### src/rtl/fetch_redirect_unit_pkg.sv
// Shared types for the fetch stage: FSM state encodings, the IF/ID entry layout and the bubble encoding.
package fetch_redirect_unit_pkg;

  typedef enum logic [1:0] {
    FETCH_ISSUE = 2'd0,
    FETCH_WAIT  = 2'd1,
    FETCH_HOLD  = 2'd2,
    FETCH_DROP  = 2'd3
  } fetch_state_e;

  // addi x0,x0,0
  localparam logic [31:0] NOP_INSTR_DEF = 32'h0000_0013;

  typedef struct packed {
    logic [31:0] pc;
    logic [31:0] instr;
  } fetch_entry_t;

  function automatic logic [31:0] align_word(input logic [31:0] addr);
    return {addr[31:2], 2'b00};
  endfunction

endpackage

### src/rtl/fetch_redirect_unit_if.sv
// Instruction-memory read port: one-cycle request pulse, response valid for one cycle some cycles later.
interface fetch_redirect_unit_if;
  logic        imem_req;
  logic [31:0] imem_addr;
  logic [31:0] imem_rdata;
  logic        imem_valid;

  modport master (output imem_req, imem_addr, input imem_rdata, imem_valid);
  modport slave  (input imem_req, imem_addr, output imem_rdata, imem_valid);
endinterface

### src/rtl/fetch_redirect_unit_if_id_reg.sv
// IF/ID pipeline register; priority flush > hold > load > bubble, one cycle from control to output.
module fetch_redirect_unit_if_id_reg
  import fetch_redirect_unit_pkg::*;
#(
  parameter logic [31:0] NOP_INSTR = NOP_INSTR_DEF
) (
  input  logic         clk,
  input  logic         rst_n,
  input  logic         flush,
  input  logic         hold,
  input  logic         load,
  input  fetch_entry_t load_dat,
  output logic [31:0]  pc,
  output logic [31:0]  instr,
  output logic         valid
);

  fetch_entry_t entry_d, entry_q;
  logic         valid_d, valid_q;

  always_comb begin
    entry_d = '{pc: 32'd0, instr: NOP_INSTR};
    valid_d = 1'b0;
    if (flush) begin
      entry_d = '{pc: 32'd0, instr: NOP_INSTR};
      valid_d = 1'b0;
    end else if (hold) begin
      entry_d = entry_q;
      valid_d = valid_q;
    end else if (load) begin
      entry_d = load_dat;
      valid_d = 1'b1;
    end
  end

  always_ff @(posedge clk) begin
    if (!rst_n) begin
      entry_q <= '{pc: 32'd0, instr: NOP_INSTR};
      valid_q <= 1'b0;
    end else begin
      entry_q <= entry_d;
      valid_q <= valid_d;
    end
  end

  assign pc    = entry_q.pc;
  assign instr = entry_q.instr;
  assign valid = valid_q;

endmodule

### src/rtl/fetch_redirect_unit.sv
// Fetch stage: PC, one-outstanding imem request FSM, one-entry hold buffer and IF/ID register.
// Best case one instruction into IF/ID every 2 cycles; stall freezes IF/ID and parks a late response in HOLD.
module fetch_redirect_unit
  import fetch_redirect_unit_pkg::*;
#(
  parameter logic [31:0] RESET_PC  = 32'h0000_0000,
  parameter logic [31:0] NOP_INSTR = NOP_INSTR_DEF
) (
  input  logic                         clk,
  input  logic                         rst_n,
  input  logic                         stall,
  input  logic                         branch_comp,
  input  logic [31:0]                  branch_target,
  input  logic                         is_jump,
  input  logic [31:0]                  jump_target,
  fetch_redirect_unit_if.master        imem,
  output logic [31:0]                  if_id_pc,
  output logic [31:0]                  if_id_instr,
  output logic                         if_id_valid
);

  fetch_state_e state_d, state_q;
  logic [31:0]  pc_d, pc_q;
  // Buffer contents are meaningful only while in HOLD; the state doubles as its occupancy flag.
  fetch_entry_t buf_d, buf_q;

  logic         redirect;
  logic [31:0]  target;
  logic         avail;
  fetch_entry_t load_dat;

  assign redirect = !stall && (branch_comp || is_jump);
  assign target   = align_word(is_jump ? jump_target : branch_target);
  assign avail    = ((state_q == FETCH_WAIT) && imem.imem_valid) || (state_q == FETCH_HOLD);
  assign load_dat = (state_q == FETCH_HOLD) ? buf_q : '{pc: pc_q, instr: imem.imem_rdata};

  assign imem.imem_req  = (state_q == FETCH_ISSUE) && !redirect && rst_n;
  assign imem.imem_addr = pc_q;

  always_comb begin
    state_d = state_q;
    pc_d    = pc_q;
    buf_d   = buf_q;
    unique case (state_q)
      FETCH_ISSUE: begin
        if (redirect) pc_d = target;
        else          state_d = FETCH_WAIT;
      end
      FETCH_WAIT: begin
        if (imem.imem_valid) begin
          if (redirect) begin
            pc_d    = target;
            state_d = FETCH_ISSUE;
          end else if (!stall) begin
            pc_d    = pc_q + 32'd4;
            state_d = FETCH_ISSUE;
          end else begin
            buf_d   = '{pc: pc_q, instr: imem.imem_rdata};
            pc_d    = pc_q + 32'd4;
            state_d = FETCH_HOLD;
          end
        end else if (redirect) begin
          pc_d    = target;
          state_d = FETCH_DROP;
        end
      end
      FETCH_HOLD: begin
        if (redirect) begin
          pc_d    = target;
          state_d = FETCH_ISSUE;
        end else if (!stall) begin
          state_d = FETCH_ISSUE;
        end
      end
      FETCH_DROP: begin
        // The wrong-path response still has to drain before a new request may go out.
        if (redirect)         pc_d    = target;
        if (imem.imem_valid)  state_d = FETCH_ISSUE;
      end
      default: state_d = FETCH_ISSUE;
    endcase
  end

  always_ff @(posedge clk) begin
    if (!rst_n) begin
      state_q <= FETCH_ISSUE;
      pc_q    <= RESET_PC;
      buf_q   <= '0;
    end else begin
      state_q <= state_d;
      pc_q    <= pc_d;
      buf_q   <= buf_d;
    end
  end

  fetch_redirect_unit_if_id_reg #(
    .NOP_INSTR (NOP_INSTR)
  ) u_if_id_reg (
    .clk      (clk),
    .rst_n    (rst_n),
    .flush    (redirect),
    .hold     (stall),
    .load     (avail),
    .load_dat (load_dat),
    .pc       (if_id_pc),
    .instr    (if_id_instr),
    .valid    (if_id_valid)
  );

endmodule

### src/flat_wrapper.sv
// flat-port wrapper written by rule: the top's interface ports become plain ports
module fetch_redirect_unit_flat import fetch_redirect_unit_pkg::*;
#(
  parameter logic [31:0] RESET_PC  = 32'h0000_0000,
  parameter logic [31:0] NOP_INSTR = NOP_INSTR_DEF
)
  (clk, rst_n, stall, branch_comp, branch_target, is_jump, jump_target, if_id_pc, if_id_instr, if_id_valid, imem_imem_req, imem_imem_addr, imem_imem_rdata, imem_imem_valid);
  fetch_redirect_unit_if imem_i ();
  input  logic clk;
  input  logic rst_n;
  input  logic stall;
  input  logic branch_comp;
  input  logic [31:0] branch_target;
  input  logic is_jump;
  input  logic [31:0] jump_target;
  output logic [31:0] if_id_pc;
  output logic [31:0] if_id_instr;
  output logic if_id_valid;
  output wire logic [$bits(imem_i.imem_req)-1:0] imem_imem_req;
  output wire logic [$bits(imem_i.imem_addr)-1:0] imem_imem_addr;
  input wire logic [$bits(imem_i.imem_rdata)-1:0] imem_imem_rdata;
  input wire logic [$bits(imem_i.imem_valid)-1:0] imem_imem_valid;
  assign imem_imem_req = imem_i.imem_req;
  assign imem_imem_addr = imem_i.imem_addr;
  assign imem_i.imem_rdata = imem_imem_rdata;
  assign imem_i.imem_valid = imem_imem_valid;
  fetch_redirect_unit #(.RESET_PC(RESET_PC), .NOP_INSTR(NOP_INSTR)) u_core (.clk(clk), .rst_n(rst_n), .stall(stall), .branch_comp(branch_comp), .branch_target(branch_target), .is_jump(is_jump), .jump_target(jump_target), .imem(imem_i), .if_id_pc(if_id_pc), .if_id_instr(if_id_instr), .if_id_valid(if_id_valid));
endmodule
### config.mk
export PLATFORM = sky130hd
export DESIGN_NAME = fetch_redirect_unit_flat
export DESIGN_NICKNAME = d
export VERILOG_FILES = /design/src/rtl/fetch_redirect_unit_pkg.sv /design/src/rtl/fetch_redirect_unit_if.sv /design/src/rtl/fetch_redirect_unit_if_id_reg.sv /design/src/rtl/fetch_redirect_unit.sv /design/src/flat_wrapper.sv
export SDC_FILE = /design/constraint.sdc
export NUM_CORES = 1
export LEC_CHECK = 0
export BUFFER_PORTS_ARGS = -buffer_cell sky130_fd_sc_hd__buf_2
export CAP_MARGIN = 30
export CELL_PAD_IN_SITES_DETAIL_PLACEMENT = 1
export CELL_PAD_IN_SITES_GLOBAL_PLACEMENT = 2
export CORE_ASPECT_RATIO = 0.6
export CORE_UTILIZATION = 34
export CTS_BUF_LIST = sky130_fd_sc_hd__clkbuf_2 sky130_fd_sc_hd__clkbuf_4 sky130_fd_sc_hd__clkbuf_8
export CTS_CLUSTER_DIAMETER = 30
export DETAILED_ROUTE_END_ITERATION = 7
export MAX_ROUTING_LAYER = met4
export PLACE_DENSITY = 0.86
export SYNTH_ARGS = -nofsm -noshare
export SYNTH_HDL_FRONTEND = slang
export SYNTH_SLANG_ARGS = --single-unit
### constraint.sdc
create_clock -name clk -period 3.5 [get_ports clk]
set_clock_uncertainty 0.05 [all_clocks]
set_input_delay 0.7 -clock clk [delete_from_list [all_inputs] [get_ports clk]]
set_output_delay 0.7 -clock clk [all_outputs]
set_load 0.01 [all_outputs]
### Word-level counts from Yosys, hierarchy flattened

Cells that the tools add are included.

| word-level totals | value |
|---|---|
| bits of input ports | 102 |
| register bits | 163 |
| word-level logic and storage cells | 47 |
| output and inout port bits | 98 |

| operators by class | value |
|---|---|
| reduce and logical (&&, ||, !) cells | 13 |
| equality and inequality tests | 7 |
| multiplexer cells | 17 |
| add/sub/neg operators | 1 |
| bitwise logic cells | 2 |

Operators with widths:

| kind | number |
|---|---|
| 32-bit 2-to-1 mux | 4 |
| 64-bit 2-to-1 mux | 2 |
| 32-bit case mux with 2 select lines | 1 |
| 32-bit by 3-bit adder with 32-bit output (second input constant) | 1 |
| 2-bit 2-to-1 mux | 8 |
| 2-bit case mux with 4 select lines | 1 |
| 4-bit AND reduction | 2 |
| 3-bit by 2-bit inequality test with 1-bit output (second input constant) | 2 |
| 2-bit equality test (second input constant) | 2 |
| 1-bit logical AND | 4 |
| 2-bit inequality test (second input constant) | 2 |
| 3-bit OR reduction | 1 |
| 2-bit by 1-bit equality test with 1-bit output (second input constant) | 1 |
| 1-bit logical NOT | 2 |
| 2-bit logical NOT | 1 |
| 1-bit logical OR | 2 |
| 1-bit NOT | 2 |
| 2-bit OR reduction | 1 |
| 1-bit 2-to-1 mux | 1 |

### Depth between registers and ports, before layout

Gate-level depths: netlist of run 1.

| logic depth | value |
|---|---|
| depth in word-level cells | 5 |
| depth in mapped cells | 7 |
| gate-level depth less buffers | 5 |

### Modules after synthesis

Synthesis of run 1 repeated with hierarchy kept, for this count alone.

| second synthesis, totals | value |
|---|---|
| cells, all modules | 896 |
| area total of the unflattened synthesis | 7622.3 um^2 |

By module, submodules not included:

| module | cells an instance | sequential area each (um^2) | area each (um^2) | times used |
|---|---|---|---|---|
| fetch_redirect_unit | 607 | 1961.9 | 5048.6 | 1 |
| fetch_redirect_unit_if_id_reg | 289 | 1301.2 | 2573.7 | 1 |

### Worst setup path before layout of run 1

OpenSTA, ideal clock, no wires.

| path | value |
|---|---|
| path type | input to output |
| start point | input port is_jump |
| end point | output port imem_imem_req |
| required time | 2750 ps |
| data arrival time | 1801 ps |
| cell stages on the path | 4 |
| slack | 949 ps |
| buffers on the path | 1 |
| path through | clkbuf_1 -> o21bai_1 -> nand2_1 -> nor3_1 |

| between the ends | value |
|---|---|
| word-level cells in the longest chain between the ends | 5 |

Ends and longest elaborated chain:

| item | line | RTL |
|---|---|---|
| start, declared | flat_wrapper.sv:14 | `input logic is_jump;` |
| 1-bit logical OR | fetch_redirect_unit.sv:32 | `assign redirect = !stall && (branch_comp \|\| is_jump);` |
| 1-bit logical AND | fetch_redirect_unit.sv:32 |  |
| 1-bit logical NOT | fetch_redirect_unit.sv:37 | `assign imem.imem_req = (state_q == FETCH_ISSUE) && !redirect && rst_n;` |
| 1-bit logical AND (2 in series) | fetch_redirect_unit.sv:37 |  |
| end, declared | flat_wrapper.sv:19 | `output wire logic [$bits(imem_i.imem_req)-1:0] imem_imem_req;` |

Every way passes these cells.

### Worst setup path in the final report of run 1

| path | value |
|---|---|
| start point | register u_core.pc_q[8] (netlist: u_core.imem.imem_addr[8]) |
| end point | register u_core.pc_q[26] (netlist: u_core.imem.imem_addr[26]) |

| between the ends | value |
|---|---|
| word-level cells in the longest chain between the ends | 4 |

Ends and longest elaborated chain:

| item | line | RTL |
|---|---|---|
| start, declared | fetch_redirect_unit.sv:23 | `logic [31:0] pc_d, pc_q;` |
| start signal, assigned | fetch_redirect_unit.sv:91 | `pc_q <= pc_d;` |
| 32-bit by 3-bit adder with 32-bit output | fetch_redirect_unit.sv:55, fetch_redirect_unit.sv:59 |  |
| 32-bit 2-to-1 mux | fetch_redirect_unit.sv:51 | `if (redirect) begin` |
| 32-bit 2-to-1 mux | fetch_redirect_unit.sv:50 | `if (imem.imem_valid) begin` |
| 32-bit case mux with 2 select lines | fetch_redirect_unit.sv:44 | `unique case (state_q)` |

Every way passes these cells.
A chain may end at the register's enable or synchronous reset.

==> flow_summary.toml, run 1 <==
[status]
outcome = "finished clean"

[sta]
hold_viol_final = 0
finalSetupViolCount = 0
timing.fmax_mhz = 406
fin_crit_sh_pct = 70.4
setup_slack_ns = 1.04
drv_slew = 0
setup_tns_ns = 0
layout_min_cycle_time_ns = 2.46
rsz0062_at_grt = "false"
tightestPinTransition_ns = 0.875
hold_slack_ns = 0.407
slew_headroom_pct = 41.7

[setup_path]
startpoint_type = "flip-flop"
crit_top_cell = "or4_1"
startpoint = "u_core.imem.imem_addr[8]"
worstPathRequired_ns = 3.83
path_buf_inv = 0
r2r_end = "u_core.imem.imem_addr[26]"
worstReg2RegStart = "u_core.imem.imem_addr[8]"
cpPeakStageDelay_ns = 0.74
setup.worst_path.end = "u_core.imem.imem_addr[26]"
cp.arrival_ns = 2.79
rr_worst_depth = 4
cp.depth = 4
cp-end-kind = "flip-flop"
path_max_fanout = 8
worst_path_max_delay_cell = "or4_1"
path_delay_family = "simple AND/OR/NAND/NOR gates"
critical_path_class = "flip-flop to flip-flop"
worstPathCellList = "nand2_1 -> or4_1 -> or4_1 -> a311oi_1"
reg2reg_slack_ns = 1.04

[power_and_ir_drop]
p_int_mw = 2.79
share_clk_of_total_power_pct = 36.0
power_leakage_nw = 3.58
max-vdd-ir-drop_mv = 0.224
p_switching_mw = 1.06
seqPwrFrac_pct = 51.6
p_sw_share_pct = 27.5
p_per_area_nw_per_um2 = 429
p_comb_share_pct = 12.4

[global_route]
grt_antenna_before_repair = 0
grt_usage_pct = 23.2
grt_overflow = 0
grt_pass1_wl_mm = 38.1
grt_max_degree = 71
grt_pass1_vias = 6869

[clock_tree]
cts_setup_buffers = 0
htreeDepth = 4
ctsHoldBuffers = 0
clk_pin_slew_ns = 0.09
clock_path_buffers = 2
root_buffer = "clkbuf_8"
clock_latency_ns = 0.47
ctsResizeCount = 0
cts_tree = "yes"
cts_made_buffers = 17
cts_sinks = 163

[die]
rows = 41
die-area_um2 = 22200
die_h_um = 116
start_util_pct = 34.8
core_area_um2 = 21100
ios = 200
chipWidth_um = 192

[drt]
via_count = 6944
routedWlPerCell_um = 18.7
via_per_inst = 5.30
drtAntennaViolNets = 0
drtIter0Drc = 261
route.detailed.drc = 0
drt-pass1-iter-count = 4
drt-total-wl_mm = 24.5

[synth]
seq_area_frac_synth_pct = 44.4
ys_warn_count = 0
syn_area_per_cell_um2 = 8.60
synth_ff_type = "dfxtp_1"
synth_cell_types = 54
netlist_instances = 854
ys_ff_latch = 163
async_flop_share_pct = 0
synth_area_um2 = 7340
synth-edff-count = 0
synth_fp_nets = 957

[layout]
num-fill-cells = 2548
final_common_cell = "buf_2"
layout-drive-gt1-share_pct = 32.7
fin_nets = 1121
diodes = 0
final_cell_mix = "buf_2, nand2_1, dfxtp_1"
syn2layout_area_growth_pct = 22.4
fin_util_pct = 42.6

[job]
max_cap_viol_count = 0

[placement]
place.gp.congestion = 0.769
io_buffers = 195
post-dp-hpwl_mm = 16.7
pre_cts_ws_ns = 0.990

[hold_path]
hold_path_class = "flip-flop to flip-flop"
-- tightest hold or removal path, cell delays in order (launching register included) --
cell,delay [ns]
dfxtp_1,0.31
nand2_1,0.05
a21oi_1,0.05
-- synthesized netlist by cell type, types with 10 or more instances --
| cell type | number | share of area, % |
|---|---|---|
| a21oi_1 | 78 | 5.3 |
| mux2i_1 | 12 | 1.6 |
| mux2_2 | 77 | 12 |
| nand4_1 | 10 | 0.85 |
| a22oi_1 | 55 | 5.6 |
| a211oi_1 | 12 | 1.2 |
| nor4_1 | 10 | 0.85 |
| dfxtp_1 | 163 | 44 |
| clkbuf_1 | 61 | 3.1 |
| o21ai_0 | 19 | 1.3 |
| nor2_1 | 62 | 3.2 |
| nand2_1 | 170 | 8.7 |
-- layout make-up --
type | count | area, um^2 | share of cell area (%)
clock buffers | 21 | 277 | 3.08
clock inverters | 11 | 110 | 1.23
inverters | 4 | 15.0 | 0.167
multi-input cells | 617 | 3830 | 42.7
flip-flops and latches | 163 | 3260 | 36.3
well taps | 279 | 349 | 3.88
repair buffers | 215 | 1140 | 12.7
-- sequential cells by signal, indices dropped and copies added (netlist names) --
register                  count
u_core.state_q                2
u_core.buf_q                 64
u_core.u_if_id_reg.valid      1
u_core.u_if_id_reg.pc        32
u_core.u_if_id_reg.instr     32
u_core.imem.imem_addr        32
-- worst min-delay path by stage --
stage / from / endpoint / slack [ns] / cells after the start
after floorplan: u_core.buf_q[0] / u_core.buf_q[0] / 0.38 / 2
after global placement: u_core.buf_q[4] / u_core.buf_q[4] / 0.39 / 2
after detailed placement: u_core.buf_q[36] / u_core.buf_q[36] / 0.40 / 2
after CTS: imem_imem_rdata[11] / u_core.buf_q[11] / 0.38 / 3
after global routing: imem_imem_rdata[6] / u_core.buf_q[6] / 0.40 / 3
final: u_core.buf_q[62] / u_core.buf_q[62] / 0.41 / 2
-- stage by stage --
stage	instance area [um^2]	power, mW	cells
2_1_floorplan	7340	2.29	854
3_3_place_gp	8600	2.50	1278
3_5_place_dp	8600	2.51	1278
4_1_cts	8990	3.91	1310
5_1_grt	8990	4.04	1310
6_report	8990	3.86	1310
-- kinds of logic after synthesis --
logic type,Yosys count,share of synthesized area [%]
buf+inv,74,3.90
flops,163,44.4
mux,89,13.4
simple gates,314,19.1
xor+xnor,10,1.19
fa+ha+maj,1,0.170
compound gates,203,17.7
-- per-layer routing --
layer	vias to the layer above	global-route usage [%]	part of all wire, %
met4	0	6.19	0.79
li1	3366	-	-
met3	14	4.06	4.7
met5	-	-	0
met2	152	35.0	44
met1	3412	31.9	51
-- power by group through the flow --
stage	Clock [mW]	Sequential (mW)	Combinational, mW
after floorplan	0	2.01	0.284
after global placement	0	2.03	0.475
after detailed placement	0	2.03	0.482
after CTS	1.43	1.99	0.485
after global routing	1.51	2.00	0.528
final	1.39	1.99	0.479
No activity file was read; power rests on OpenSTA's default activity.
==> run 2, diff against run 1 <==
Settings changed: CORE_UTILIZATION 34 to 28, PLACE_DENSITY 0.86 to 0.75.
Clock period 3.5 ns to 2 ns, I/O delays scaled along.
==> flow_summary.toml, run 2 (same netlist as run 1, synthesis figures left out) <==
[global_route]
grtUsageMet3_pct = 4.11
grt_antenna_before_repair = 2
grt_pass1_vias = 7168
gr-usage-met2_pct = 30.1
grt_max_degree = 63
grt_use_met1_pct = 29.4
grt.busiest_layer = "met2"
grt_usage_pct = 20.7
grt_pass1_wl_mm = 41.6
grt_overflow = 0

[drt]
drt-total-wl_mm = 26.4
drtIter0Drc = 341
drt-pass1-iter-count = 4
via_count = 7139
route.detailed.drc = 0
routedWlPerCell_um = 18.3
drtAntennaViolNets = 0
via_per_inst = 4.96

[die]
start_util_pct = 28.8
ios = 200
die_h_um = 127
chipWidth_um = 211
core_area_um2 = 25500
rows = 45
die-area_um2 = 26900

[setup_path]
worstReg2RegStart = "u_core.imem.imem_addr[16]"
cp-end-kind = "flip-flop"
startpoint = "u_core.imem.imem_addr[16]"
crit_top_cell = "buf_4"
worstPathRequired_ns = 2.35
worstPathCellList = "nand4_1 -> buf_4 -> buf_4 -> or4_4 -> buf_4 -> o31a_1 -> nor3_1"
cp.arrival_ns = 2.32
startpoint_type = "flip-flop"
critical_path_class = "flip-flop to flip-flop"
worst_path_max_delay_cell = "or4_4"
cpPeakStageDelay_ns = 0.50
path_max_fanout = 3
reg2reg_slack_ns = 0.03

[sta]
layout_min_cycle_time_ns = 1.97
timing.fmax_mhz = 507
tightestPinTransition_ns = 0.790
hold_viol_final = 0
hold_slack_ns = 0.133
slew_headroom_pct = 47.3
drv_slew = 0
finalSetupViolCount = 0
fin_crit_sh_pct = 98.6

[placement]
io_buffers = 195
place.gp.congestion = 0.809
post-dp-hpwl_mm = 18.2
dpl_cell_area_um2 = 9220

[power_and_ir_drop]
p_per_area_nw_per_um2 = 741
finalPower_mw = 7.21
power_leakage_nw = 3.93
max-vdd-ir-drop_mv = 0.413

[layout]
layout-drive-gt1-share_pct = 38.0
final_cell_mix = "buf_2, nand2_1, dfxtp_1"
largest_reg_flops = 64
final_common_cell = "buf_2"
largest-register = "u_core.buf_q"
fin_area_um2 = 9740
syn2layout_area_growth_pct = 32.7
fin_nets = 1176

[clock_tree]
clk_pin_slew_ns = 0.10
cts_made_buffers = 17
htreeDepth = 4
clock_path_buffers = 2
clock_latency_ns = 0.47
root_buffer = "clkbuf_8"
cts_tree = "yes"
cts_sinks = 163

[hold_path]
min-delay-start = "imem_imem_rdata[1]"
hold_path_class = "input port to flip-flop"

[job]
max_cap_viol_count = 0

[status]
outcome = "finished clean"
run 2: cell types whose count changed in the layout (fill, tap and decap cells not counted), sizes merged:
cell,previous run,this run
clkbuf,21,23
clkinvlp,2,1
bufinv,2,4
buf,215,270
diode,0,2
clkinv,7,4
run 2: timing repair:
item	CTS	global route
setup buffers	0	3
hold buffers	0	0
pin swaps	1	5
gates resized for setup	4	6
endpoints found under the setup margin	6	6
run 2: worst max-delay path, delay by kind of cell (launching register included):
family          cells  cell delay [ns]
flops               1             0.35
compound gates      1             0.23
simple gates        3             0.83
buf+inv             3             0.46
run 2: path summary, 6_finish.rpt:
check | depth (start not counted) | end
setup / recovery | 7 | u_core.imem.imem_addr[22]
hold / removal | 3 | u_core.buf_q[1]
setup reg to reg | 7 | u_core.imem.imem_addr[22]
hold reg to reg | 2 | u_core.buf_q[21]
run 2: cell type report:
cell class	count	area (um^2)
fillers	3044	15800
multi-input cells	617	3880
flip-flops and latches	163	3280
repair buffers	270	1670
well taps	352	440
clock buffers	23	298
clock inverters	9	151
inverters	4	15.0
diodes	2	5.00
run 2: metal layers:
layer  vias up  wire length, um
li1       3469                -
met1      3512            13600
met2       141            11300
met3        17             1210
met4         0              238
met5         -                0
run 2: per-stage QoR:
step / util [%] / setup TNS, ns / cells / setup WS (ns)
6_report: 38.2 / 0 / 1440 / 0.0280
5_1_grt: 38.2 / -0.104 / 1440 / -0.0493
4_1_cts: 38.0 / 0 / 1435 / 0.00526
3_3_place_gp: 36.1 / -0.372 / 1403 / -0.111
2_1_floorplan: - / 0 / 854 / 0.000163
3_5_place_dp: 36.1 / -0.420 / 1403 / -0.114
run 2: report_power, final:
part	switching (mW)	internal [mW]
clock	1.26	1.50
combinational	0.571	0.463
sequential	0.0809	3.34
==> run 3, diff against run 2 <==
Settings changed: PLACE_DENSITY 0.75 to 0.77.
==> flow_summary.toml, run 3 (same netlist as run 1, synthesis figures left out) <==
[setup_path]
r2r_end = "u_core.imem.imem_addr[26]"
reg2reg_slack_ns = 0.06
worstReg2RegStart = "u_core.imem.imem_addr[19]"
worstPathRequired_ns = 2.31
path_max_fanout = 5
critical_path_class = "flip-flop to flip-flop"
cp.arrival_ns = 2.25
cp-end-kind = "flip-flop"
startpoint_type = "flip-flop"
rr_worst_depth = 4

[die]
core_area_um2 = 25500
ios = 200
rows = 45
die-area_um2 = 26900
chipWidth_um = 211
start_util_pct = 28.8
die_h_um = 127

[clock_tree]
cts_tree = "yes"
root_buffer = "clkbuf_8"
cts_made_buffers = 17
htreeDepth = 4
clk_pin_slew_ns = 0.10
clock_latency_ns = 0.46
cts_sinks = 163
clock_path_buffers = 2
ctsHoldBuffers = 0

[hold_path]
hold_path_class = "input port to flip-flop"
hold_depth = 3
whs_endpoint = "u_core.buf_q[13]"
min-delay-start = "imem_imem_rdata[13]"

[layout]
final_common_cell = "buf_2"
num-fill-cells = 3052
regArea_um2 = 3280
multiInputGateArea_um2 = 3890
final_cells = 1437
syn2layout_area_growth_pct = 31.6
largest_reg_flops = 64
final_cell_mix = "buf_2, nand2_1, dfxtp_1"
layout-drive-gt1-share_pct = 38.0
fin_nets = 1173
largest-register = "u_core.buf_q"

[drt]
via_per_inst = 4.93
routedWlPerCell_um = 18.3
drtAntennaViolNets = 0
drt-total-wl_mm = 26.3
drt-pass1-iter-count = 4
via_count = 7091
drtIter0Drc = 323
route.detailed.drc = 0

[global_route]
grt_antenna_before_repair = 2
grt_pass1_vias = 7060
grt_max_degree = 65
grt_pass1_wl_mm = 41.0
grt_overflow = 0
grt_usage_pct = 20.4

[sta]
layout_min_cycle_time_ns = 1.94
drv_slew = 0
tightestPinTransition_ns = 0.695
finalSetupViolCount = 0
rsz0062_at_grt = "false"
slew_headroom_pct = 53.6
fin_crit_sh_pct = 96.9
timing.fmax_mhz = 516
hold_viol_final = 0

[power_and_ir_drop]
max-vdd-ir-drop_mv = 0.351
p_per_area_nw_per_um2 = 734
finalPower_mw = 7.10
power_leakage_nw = 3.89

[placement]
post-dp-hpwl_mm = 18.5
place_inst = 1402
place.gp.congestion = 0.833
io_buffers = 195

[job]
max_cap_viol_count = 0

[status]
outcome = "finished clean"
-- run 3: repair_timing --
| action | 4_1_cts | 5_1_grt |
|---|---|---|
| pin swaps | 0 | 1 |
| cloned | 0 | 0 |
| resized for setup | 4 | 8 |
| setup endpoints to repair | 5 | 10 |
| buffers inserted | 0 | 1 |
-- run 3: through the flow --
step	cell area (um^2)	worst slack (ns)	setup TNS (ns)	util, %	hold slack (ns)
CTS	9610	0.000272	0	37.7	0.0915
finish	9660	0.0613	0	37.9	0.128
global route	9660	0.00454	0	37.9	0.0944
floorplan	7390	0.000163	0	-	0.384
global placement	9170	-0.0985	-0.337	36.0	0.389
detailed placement	9170	-0.130	-0.597	36.0	0.395
-- run 3: how the worst max path moves through the flow --
stage                                          from                   endpoint  cells past startpoint
after floorplan           u_core.imem.imem_addr[11]  u_core.imem.imem_addr[21]                      6
after global placement              imem_imem_valid  u_core.imem.imem_addr[23]                      5
after detailed placement            imem_imem_valid  u_core.imem.imem_addr[23]                      5
after CTS                  u_core.imem.imem_addr[3]  u_core.imem.imem_addr[26]                      5
after global routing       u_core.imem.imem_addr[5]  u_core.imem.imem_addr[25]                      5
final                     u_core.imem.imem_addr[19]  u_core.imem.imem_addr[26]                      4
-- run 3: power by group --
| group | switching, mW | internal (mW) |
|---|---|---|
| logic | 0.568 | 0.451 |
| registers | 0.0867 | 3.34 |
| clock network | 1.28 | 1.37 |
| total | 1.93 | 5.16 |
-- run 3: final cells by class --
type                    count  share of cell area [%]
inverters                   4                   0.155
repair buffers            267                    16.6
diodes                      2                  0.0518
well taps                 352                    4.56
flip-flops and latches    163                    33.9
clock buffers              23                    3.08
clock inverters             9                    1.32
multi-input cells         617                    40.3
-- run 3: metal layers --
metal  vias up  wire [um]  global-route usage (%)
met5         -          0                       -
met4         0        230                    4.39
met2       157      11100                    29.3
met3        17       1460                    5.33
li1       3464          -                       -
met1      3453      13500                    28.5
-- run 3: critical path: stages, from the launching register on --
cell and delay, ns:
dfxtp_2 0.34, nand4_1 0.15, or4_4 0.60, or4_1 0.42, a311oi_1 0.28
